File: src/rtl/risc_toy_fetch_queue.sv
// risc_toy_fetch_queue: instruction fetch with a credit-based prefetch FIFO and redirect flush
module risc_toy_fetch_queue #(
    parameter int AW = 30,
    parameter int DW = 32,
    parameter int DEPTH = 4,
    parameter logic [AW-1:0] RESET_PC = '0
) (
    input  logic                         CLK,
    input  logic                         RST,
    output logic                         IREQ,
    output logic [AW-1:0]                IADDR,
    input  logic [DW-1:0]                INSTR,
    input  logic                         REDIR,
    input  logic [AW-1:0]                REDIR_ADDR,
    output logic                         ID_VALID,
    output logic [DW-1:0]                ID_INSTR,
    output logic [AW-1:0]                ID_IADDR,
    input  logic                         ID_READY,
    output logic [$clog2(DEPTH+1)-1:0]   FQ_LEVEL
);
    localparam int LW = $clog2(DEPTH + 1);
    localparam int PW = $clog2(DEPTH);
    logic [AW-1:0] pc_q, pc_d, req_addr_q, req_addr_d;
    logic inflight_q, inflight_d;
    logic [PW-1:0] wr_ptr_q, wr_ptr_d, rd_ptr_q, rd_ptr_d;
    logic [LW-1:0] level_q, level_d;
    logic [DW+AW-1:0] mem_q [DEPTH];
    logic [LW:0] credit;
    logic push, pop;

    assign ID_VALID = !RST && level_q != '0;
    assign pop = ID_VALID && ID_READY;
    // A slot freed by this cycle's pop can be reissued immediately, keeping DEPTH=2 at full rate
    assign credit = {1'b0, level_q} + (LW+1)'(inflight_q) - (LW+1)'(pop);
    assign IREQ = !RST && !REDIR && credit < (LW+1)'(DEPTH);
    assign push = inflight_q && !REDIR && !RST;
    assign IADDR = RST ? RESET_PC : pc_q;
    assign {ID_INSTR, ID_IADDR} = mem_q[rd_ptr_q];
    assign FQ_LEVEL = level_q;

    always_comb begin
        pc_d = REDIR ? REDIR_ADDR : pc_q + AW'(IREQ);
        inflight_d = IREQ;
        req_addr_d = pc_q;
        wr_ptr_d = REDIR ? '0 : wr_ptr_q + PW'(push);
        rd_ptr_d = REDIR ? '0 : rd_ptr_q + PW'(pop);
        level_d = REDIR ? '0 : level_q + LW'(push) - LW'(pop);
    end

    always_ff @(posedge CLK) begin
        if (RST) begin
            pc_q <= RESET_PC;
            inflight_q <= 1'b0;
            req_addr_q <= RESET_PC;
            wr_ptr_q <= '0;
            rd_ptr_q <= '0;
            level_q <= '0;
        end else begin
            pc_q <= pc_d;
            inflight_q <= inflight_d;
            req_addr_q <= req_addr_d;
            wr_ptr_q <= wr_ptr_d;
            rd_ptr_q <= rd_ptr_d;
            level_q <= level_d;
        end
    end

    always_ff @(posedge CLK) begin
        if (push) mem_q[wr_ptr_q] <= {INSTR, req_addr_q};
    end

    assert property (@(posedge CLK) disable iff (RST) !(push && !pop && level_q == LW'(DEPTH)));
endmodule
File: config.mk
export PLATFORM = sky130hd
export DESIGN_NAME = risc_toy_fetch_queue
export DESIGN_NICKNAME = d
export VERILOG_FILES = /design/src/rtl/risc_toy_fetch_queue.sv
export SDC_FILE = /design/constraint.sdc
export NUM_CORES = 1
export LEC_CHECK = 0
export CAP_MARGIN = 20
export CORE_ASPECT_RATIO = 0.9
export CORE_MARGIN = 2
export CORE_UTILIZATION = 36
export CTS_BUF_LIST = sky130_fd_sc_hd__clkbuf_2
export CTS_CLUSTER_SIZE = 30
export DETAILED_ROUTE_END_ITERATION = 10
export GPL_TIMING_DRIVEN = 0
export HOLD_SLACK_MARGIN = 0.06
export MAX_ROUTING_LAYER = met4
export PLACE_DENSITY = 0.63
export SLEW_MARGIN = 15
export SYNTH_ARGS = -nofsm -noshare
export SYNTH_HDL_FRONTEND = slang
export SYNTH_SLANG_ARGS = --single-unit
File: constraint.sdc
create_clock -name CLK -period 10.08 [get_ports CLK]
set_input_delay 2.016 -clock CLK [delete_from_list [all_inputs] [get_ports CLK]]
set_output_delay 2.016 -clock CLK [all_outputs]
set_load 0.005 [all_outputs]
==> results.md, run 1 <==
* Outcome: finished, final reports clean
* Tmin final at 7227 ps
* Area fraction of the dominant cell type after synthesis at 63.32%
* Total global-route track usage at 15.80%
* WP data arrival at 5210 ps
* Post-place instance area at 14150 um2
* Final-report max-slew violation count at 0
* Crit start category: input pin
* Final Hold Viols at 0
* Number of maximum-capacitance violations at 0
* Vias at 6595
* Setup TNS at 0 ps
* First-pass iteration count of the detailed router at 7
* Largest area contributor in the synthesized netlist: sky130_fd_sc_hd__edfxtp_1
* Iter 0 DRT Violations at 388
* Setup repair after global routing missed its margin: false
* Top flip-flop cell by instance count after synthesis: sky130_fd_sc_hd__edfxtp_1
* Largest net degree at the start of global routing at 45
* Cell types with the largest area share after synthesis: sky130_fd_sc_hd__edfxtp_1 (63%), sky130_fd_sc_hd__mux4_2 (12%), sky130_fd_sc_hd__dfxtp_1 (12%)
* Drt drc at 0
* WHS Path Cells at 0
* Post-cts resize count at 0
* Transition at the pin with the smallest max-transition slack at 908.7 ps
* Setup Viol. Count Final at 0
* Total nets after synthesis at 710
* TritonCTS clock tree: built
* Met3 routing resource usage after global routing at 4.647%
* Proportion of synthesized chip area in sequential cells at 74.89%
* HPWL after DPL at 17780 um
* Layout cell share with drive strength beyond 1 at 24.74%
* Area overhead of the layout relative to synthesis at 27.00%
* Number of buffers inserted during clock tree synthesis at 82
* Data required time at the worst endpoint at 8060 ps
* Worst setup slack after layout at 2853 ps
* Total die area at 34130 um2
* Classification of the worst-slack hold path: reg -> reg
* Reg2reg path depth at 13
* Depth of the CTS H-tree at 3
* Peak VDD IR at 54.06 uV
* Die Y at 175.5 um
* Clock Path Buffers at 3
* Number of flops mapped to enable cells by yosys at 248
* Final estimated routing congestion in global placement at 0.7975
* Io pins at 163
* Met1 Use GR at 20.28%
* Fraction of synthesis flops using an asynchronous set or reset pin at 0%
* Wire per inst at 18.60 um
* Remaining Overflow, GRT at 0
* Crit end category: output port
* Lkg Pwr at 5.019 nW
* Library cells used by synthesis at 41
* Detailed Route WL at 25900 um
* Quantity of I/O buffers inserted on ports at 161
* Number of warnings printed during yosys synthesis at 0
* Root buffer cell: sky130_fd_sc_hd__clkbuf_2
* Area inside the core boundary at 32040 um2
* Via count of the first global-routing pass at 6955
* Top cells by count, synth: sky130_fd_sc_hd__edfxtp_1 (248), sky130_fd_sc_hd__dfxtp_1 (68), sky130_fd_sc_hd__mux4_2 (62), sky130_fd_sc_hd__nor2_1 (39), sky130_fd_sc_hd__nor2b_1 (25)
* Mean Syn Cell Area at 18.46 um2
* Met2 capacity usage during global routing at 23.89%
* Die W at 194.5 um
* Total number of clock tree sinks at 316
* Post-CTS setup buffers at 0
* Cell with the most instances after synthesis: sky130_fd_sc_hd__edfxtp_1
* Vias per cell at 4.738
* Effective utilization at floorplan at 36.71%
* Crit-path max FO at 10
* Residual antenna-violating net count after detailed routing at 0
* Place WS at 2855 ps
* Instance count of the mapped netlist at 637
* Footprint of the flip-flops and latches at 8808 um2
* Total of flip-flops plus latches after synthesis at 316
* Global routing's busiest layer: met2
* Pwr Density at 162.4 nW/um2
* Wire length of the first global-routing pass at 39590 um
* Crit Path Class: in -> out
* Ratio of final minimum period to clock period at 71.69%
* Synth Cell Area at 11760 um2
* Highest Clock Rate at 0.1384 GHz
* Clock network latency to the later pin of the worst-skew pair at 850 ps
* Worst-path clk slew at 110 ps
* Post-layout instance area at 14940 um2
* Number of buffers inserted by hold repair at cts at 0
* Number of antenna violations at the first check in global routing at 1
* Slew Limit Headroom at 39.42%
* Number of placement rows at 62
* Multi-input gate area at 2803 um2
* Power after layout at 2.426 mW
* Layout filler cell count at 2808
* Total number of nets in the final design at 981
* Worst clock skew at 58.52 ps
[cell families (layout without fill, tap and decap cells)]
group	count (synthesis)	after routing	synth area share [%]
simple gates	140	140	6.330
xor+xnor	32	32	2.383
other cells	0	2	0
compound gates	38	38	2.181
flops	316	316	74.89
buf+inv	41	378	1.447
fa+ha+maj	7	7	0.8085
mux	63	63	11.96
[final timing paths]
| path | slack [ps] | from | to |
|---|---|---|---|
| worst max-delay path | 2850 | RST | IREQ |
| worst min-delay path | 470 | req_addr_q[11] | mem_q[2][11] |
| worst max register to register | 6220 | FQ_LEVEL[1] | pc_q[16] |
| worst min register to register | 470 | req_addr_q[11] | mem_q[2][11] |
[placed cells by master (no fill, tap or decap), drive strengths merged, types with 2 or more instances in the layout]
cell type        n
nand2b           3
dfxtp           68
nand4            6
inv             11
and3             2
clkinv          24
diode            2
nand3           10
a311oi           2
xor2             9
mux4            62
buf             36
xnor2           23
a211oi          16
or3              2
clkbuf         144
nor2b           25
bufinv           2
nor4             4
and2             4
o21ai            3
edfxtp         248
nor3            13
nor3b            3
ha               6
clkdlybuf4s50  161
a21oi           12
nor2            39
nand2           23
and4             5
[critical path, cell delays in order]
cell	delay (ps)
sky130_fd_sc_hd__clkdlybuf4s50_1	410
sky130_fd_sc_hd__clkbuf_1	230
sky130_fd_sc_hd__nor3b_1	790
sky130_fd_sc_hd__nand2b_1	120
sky130_fd_sc_hd__ha_1	300
sky130_fd_sc_hd__a31o_2	240
sky130_fd_sc_hd__a211o_1	250
sky130_fd_sc_hd__a21oi_1	290
sky130_fd_sc_hd__clkdlybuf4s50_1	570
[through the flow]
stage / instances / utilization (%) / hold slack (ps)
detailed placement: 1240 / 44.17 / 456.9
floorplan: 637 / - / 438.3
finish: 1392 / 46.62 / 468.9
CTS: 1390 / 46.61 / 467.5
global route: 1392 / 46.62 / 483.9
global placement: 1214 / 43.36 / 454.6
[layout make-up]
type	count	share of cell area, %
diodes	2	0.03351
clock buffers	123	4.121
multi-input cells	280	18.76
inverters	10	0.2513
well taps	416	3.485
flip-flops and latches	316	58.97
clock inverters	27	1.106
repair buffers	187	12.38
plain buffers	31	0.8879
[state kept, by name (all words and copies together), names as in the netlist]
register and flops:
wr_ptr_q 2, mem_q 248, inflight_q 1, FQ_LEVEL 3, req_addr_q 30, rd_ptr_q 2, pc_q 30
[where the power goes]
group / total [mW] / leakage (nW) / switching, mW / internal (mW)
Sequential: 1.43 / 2.84 / 0.0158 / 1.42
Clock: 0.886 / 0.598 / 0.508 / 0.379
Combinational: 0.105 / 1.59 / 0.0457 / 0.0591
Total: 2.43 / 5.02 / 0.569 / 1.86
[layer usage]
layer  wire length [um]  vias up
li1                   -     3087
met1              11680     3261
met2              12160      200
met3               1512       47
met4                545        0
met5                  0        -
Power figures use the tool's default switching activity.
==> inputs of run 2 (changes only) <==
- clock period: 10.08 -> 7.2 ns (I/O delays scaled with it)
==> results of run 2 <==
The final DEF is identical to that of run 1. Status: finished, final reports clean.
Among the figures that moved: setup slack after placement 2855 ps -> 1127 ps; setup slack after layout 2853 ps -> 1125 ps; register-to-register setup slack 6220 ps -> 3340 ps; total power 2.426 mW -> 3.396 mW; worst IR drop on VDD 54.06 uV -> 75.68 uV
==> inputs of run 3 (changes only) <==
- PLACE_DENSITY: 0.63 -> 0.66
- clock period: 7.2 -> 5.1 ns (I/O delays scaled with it)
==> results.md, run 3 (synthesis gave the netlist of run 1 again) <==
* Root buffer cell: sky130_fd_sc_hd__clkbuf_2 (unchanged)
* WHS Path Cells at 0 (unchanged)
* Vias per cell at 4.716 (was 4.738)
* Area inside the core boundary at 32040 um2 (unchanged)
* Number of placement rows at 62 (unchanged)
* Post-CTS setup buffers at 0 (unchanged)
* WP data arrival at 3850 ps (was 4630 ps)
* Clock network latency to the later pin of the worst-skew pair at 840 ps (was 850 ps)
* Total number of nets in the final design at 970 (was 981)
* First-pass iteration count of the detailed router at 4 (was 7)
* Number of buffers inserted during clock tree synthesis at 79 (was 82)
* Depth of the CTS H-tree at 3 (unchanged)
* Number of antenna violations at the first check in global routing at 1 (unchanged)
* Die Y at 175.5 um (unchanged)
* DR top layer: met4 (unchanged)
* Endpoint of the worst register-to-register path: pc_q[21] (was pc_q[16])
* Total number of clock tree sinks at 316 (unchanged)
* Commonest non-fill, non-tap cell in the layout: sky130_fd_sc_hd__edfxtp_1 (unchanged)
* Layout cell share with drive strength beyond 1 at 23.60% (was 24.74%)
* Most flop-heavy register: mem_q (unchanged)
* Wire length on met3 at 1303 um (was 1512 um)
* Crit end category: output port (unchanged)
* Worst-path clk slew at 100 ps (was 110 ps)
* Setup repair after global routing missed its margin: false (unchanged)
* Post-cts resize count at 1 (was 0)
* Reg-to-reg slack, setup at 1580 ps (was 3340 ps)
* Data required time at the worst endpoint at 4080 ps (was 5760 ps)
* Place WS at -27.20 ps (was 1127 ps)
* Die W at 194.5 um (unchanged)
* Detailed Route WL at 25830 um (was 25900 um)
* Post-layout instance area at 14960 um2 (was 14940 um2)
* Slew Limit Headroom at 43.70% (was 39.42%)
* Final core utilization at 46.69% (was 46.62%)
* Io pins at 163 (unchanged)
* Ratio of final minimum period to clock period at 95.47%
* Classification of the worst-slack hold path: reg -> reg (unchanged)
* Highest-count cells in the layout ignoring fill and taps: sky130_fd_sc_hd__edfxtp_1 (248), sky130_fd_sc_hd__clkdlybuf4s50_1 (161), sky130_fd_sc_hd__clkbuf_2 (116) (was sky130_fd_sc_hd__edfxtp_1 (248), sky130_fd_sc_hd__clkdlybuf4s50_1 (161), sky130_fd_sc_hd__clkbuf_2 (123))
* HPWL after DPL at 17670 um (was 17780 um)
* Largest net degree at the start of global routing at 38 (was 45)
* Power after layout at 4.715 mW (was 3.396 mW)
* Origin of the worst setup path: RST (unchanged)
* Footprint of the flip-flops and latches at 8808 um2 (unchanged)
* Crit start category: input pin (unchanged)
* Pwr Density at 315.2 nW/um2 (was 227.4 nW/um2)
* Wire per inst at 18.73 um (was 18.60 um)
* Quantity of I/O buffers inserted on ports at 161 (unchanged)
* Multi-input gate area at 2826 um2 (was 2803 um2)
* Layout filler cell count at 2822 (was 2808)
* TritonCTS clock tree: built (unchanged)
* WL met1 at 11760 um (was 11680 um)
* Reg2reg path depth at 13 (unchanged)
* Largest regs: mem_q x248, pc_q x30, req_addr_q x30 (unchanged)
* Remaining Overflow, GRT at 0 (unchanged)
* Final-report max-slew violation count at 0 (unchanged)
* Worst setup slack after layout at 230.9 ps (was 1125 ps)
* Iter 0 DRT Violations at 305 (was 388)
* Final estimated routing congestion in global placement at 0.7748 (was 0.7975)
* Area overhead of the layout relative to synthesis at 27.18% (was 27.00%)
* Hold wc startpoint: req_addr_q[27] (was req_addr_q[11])
* Number of maximum-capacitance violations at 0 (unchanged)
* Lkg Pwr at 4.958 nW (was 5.019 nW)
* Via count of the first global-routing pass at 6983 (was 6955)
* Highest Clock Rate at 0.2054 GHz
* Transition at the pin with the smallest max-transition slack at 844.5 ps (was 908.7 ps)
* Final Hold Viols at 0 (unchanged)
* Setup Viol. Count Final at 0 (unchanged)
* Vias at 6504 (was 6595)
* Hold-critical path endpoint: mem_q[0][27] (was mem_q[2][11])
* Startpoint of the worst register-to-register path: FQ_LEVEL[1] (unchanged)
* Total global-route track usage at 15.84% (was 15.80%)
* Total die area at 34130 um2 (unchanged)
* Residual antenna-violating net count after detailed routing at 0 (unchanged)
* Drt drc at 0 (unchanged)
* Post-place instance area at 14210 um2 (was 14150 um2)
* Clock Path Buffers at 3 (unchanged)
* Tmin final at 4869 ps
* Number of flip-flops under the largest register name at 248 (unchanged)
* Worst clock skew at 58.88 ps (was 58.52 ps)
* Effective utilization at floorplan at 36.71% (unchanged)
* Crit Path Class: in -> out (unchanged)
* Crit-path max FO at 10 (unchanged)
* Number of buffers inserted by hold repair at cts at 0 (unchanged)
* Outcome: finished, final reports clean (unchanged)
* Metal2 WL at 12270 um (was 12160 um)
* Wire length of the first global-routing pass at 39740 um (was 39590 um)
* Setup TNS at 0 ps (unchanged)
* Peak VDD IR at 113.1 uV (was 75.68 uV)
-- run 3: changes by cell type in the layout (fill, tap and decap cells not counted), sizes merged --
cell / delta
buf: -8
clkbuf: -7
bufinv: -1
clkinvlp: +1
diode: -1
clkinv: +3
-- run 3: worst max-delay path by stage --
stage	endpoint	slack (ps)
after floorplan	mem_q[1][0]	630
after global placement	mem_q[1][36]	-2180
after detailed placement	IREQ	-30
after CTS	IREQ	210
after global routing	IREQ	50
final	IREQ	230
-- run 3: area by class of cell --
class / count / area share (%)
multi-input cells: 280 / 18.90
clock inverters: 30 / 1.079
inverters: 10 / 0.2509
well taps: 416 / 3.480
clock buffers: 116 / 3.881
plain buffers: 31 / 0.8867
repair buffers: 179 / 12.62
diodes: 1 / 0.01673
flip-flops and latches: 316 / 58.89
-- run 3: metrics by stage --
step                      instances  hold slack (ps)
after global routing           1379            448.0
after CTS                      1378            411.8
after global placement         1214            450.5
final                          1379            428.8
after detailed placement       1232            460.7
after floorplan                 637            438.3
-- run 3: power by group --
part	internal, mW	switching, mW
clock	0.671	1.00
sequential	2.80	0.0309
combinational	0.117	0.0900
-- run 3: per-layer routing --
layer  vias to the layer above  global-route usage, %
li1                       3066                      -
met1                      3205                  19.95
met2                       184                  25.01
met3                        49                  3.859
met4                         0                  5.929
met5                         -                      -
-- run 3: critical path, cell delays in order --
cell	delay [ps]
sky130_fd_sc_hd__clkdlybuf4s50_1	430
sky130_fd_sc_hd__clkbuf_1	230
sky130_fd_sc_hd__nor3b_2	450
sky130_fd_sc_hd__nand2b_1	110
sky130_fd_sc_hd__ha_1	280
sky130_fd_sc_hd__a31o_2	250
sky130_fd_sc_hd__a211o_1	240
sky130_fd_sc_hd__a21oi_1	260
sky130_fd_sc_hd__clkdlybuf4s50_1	580
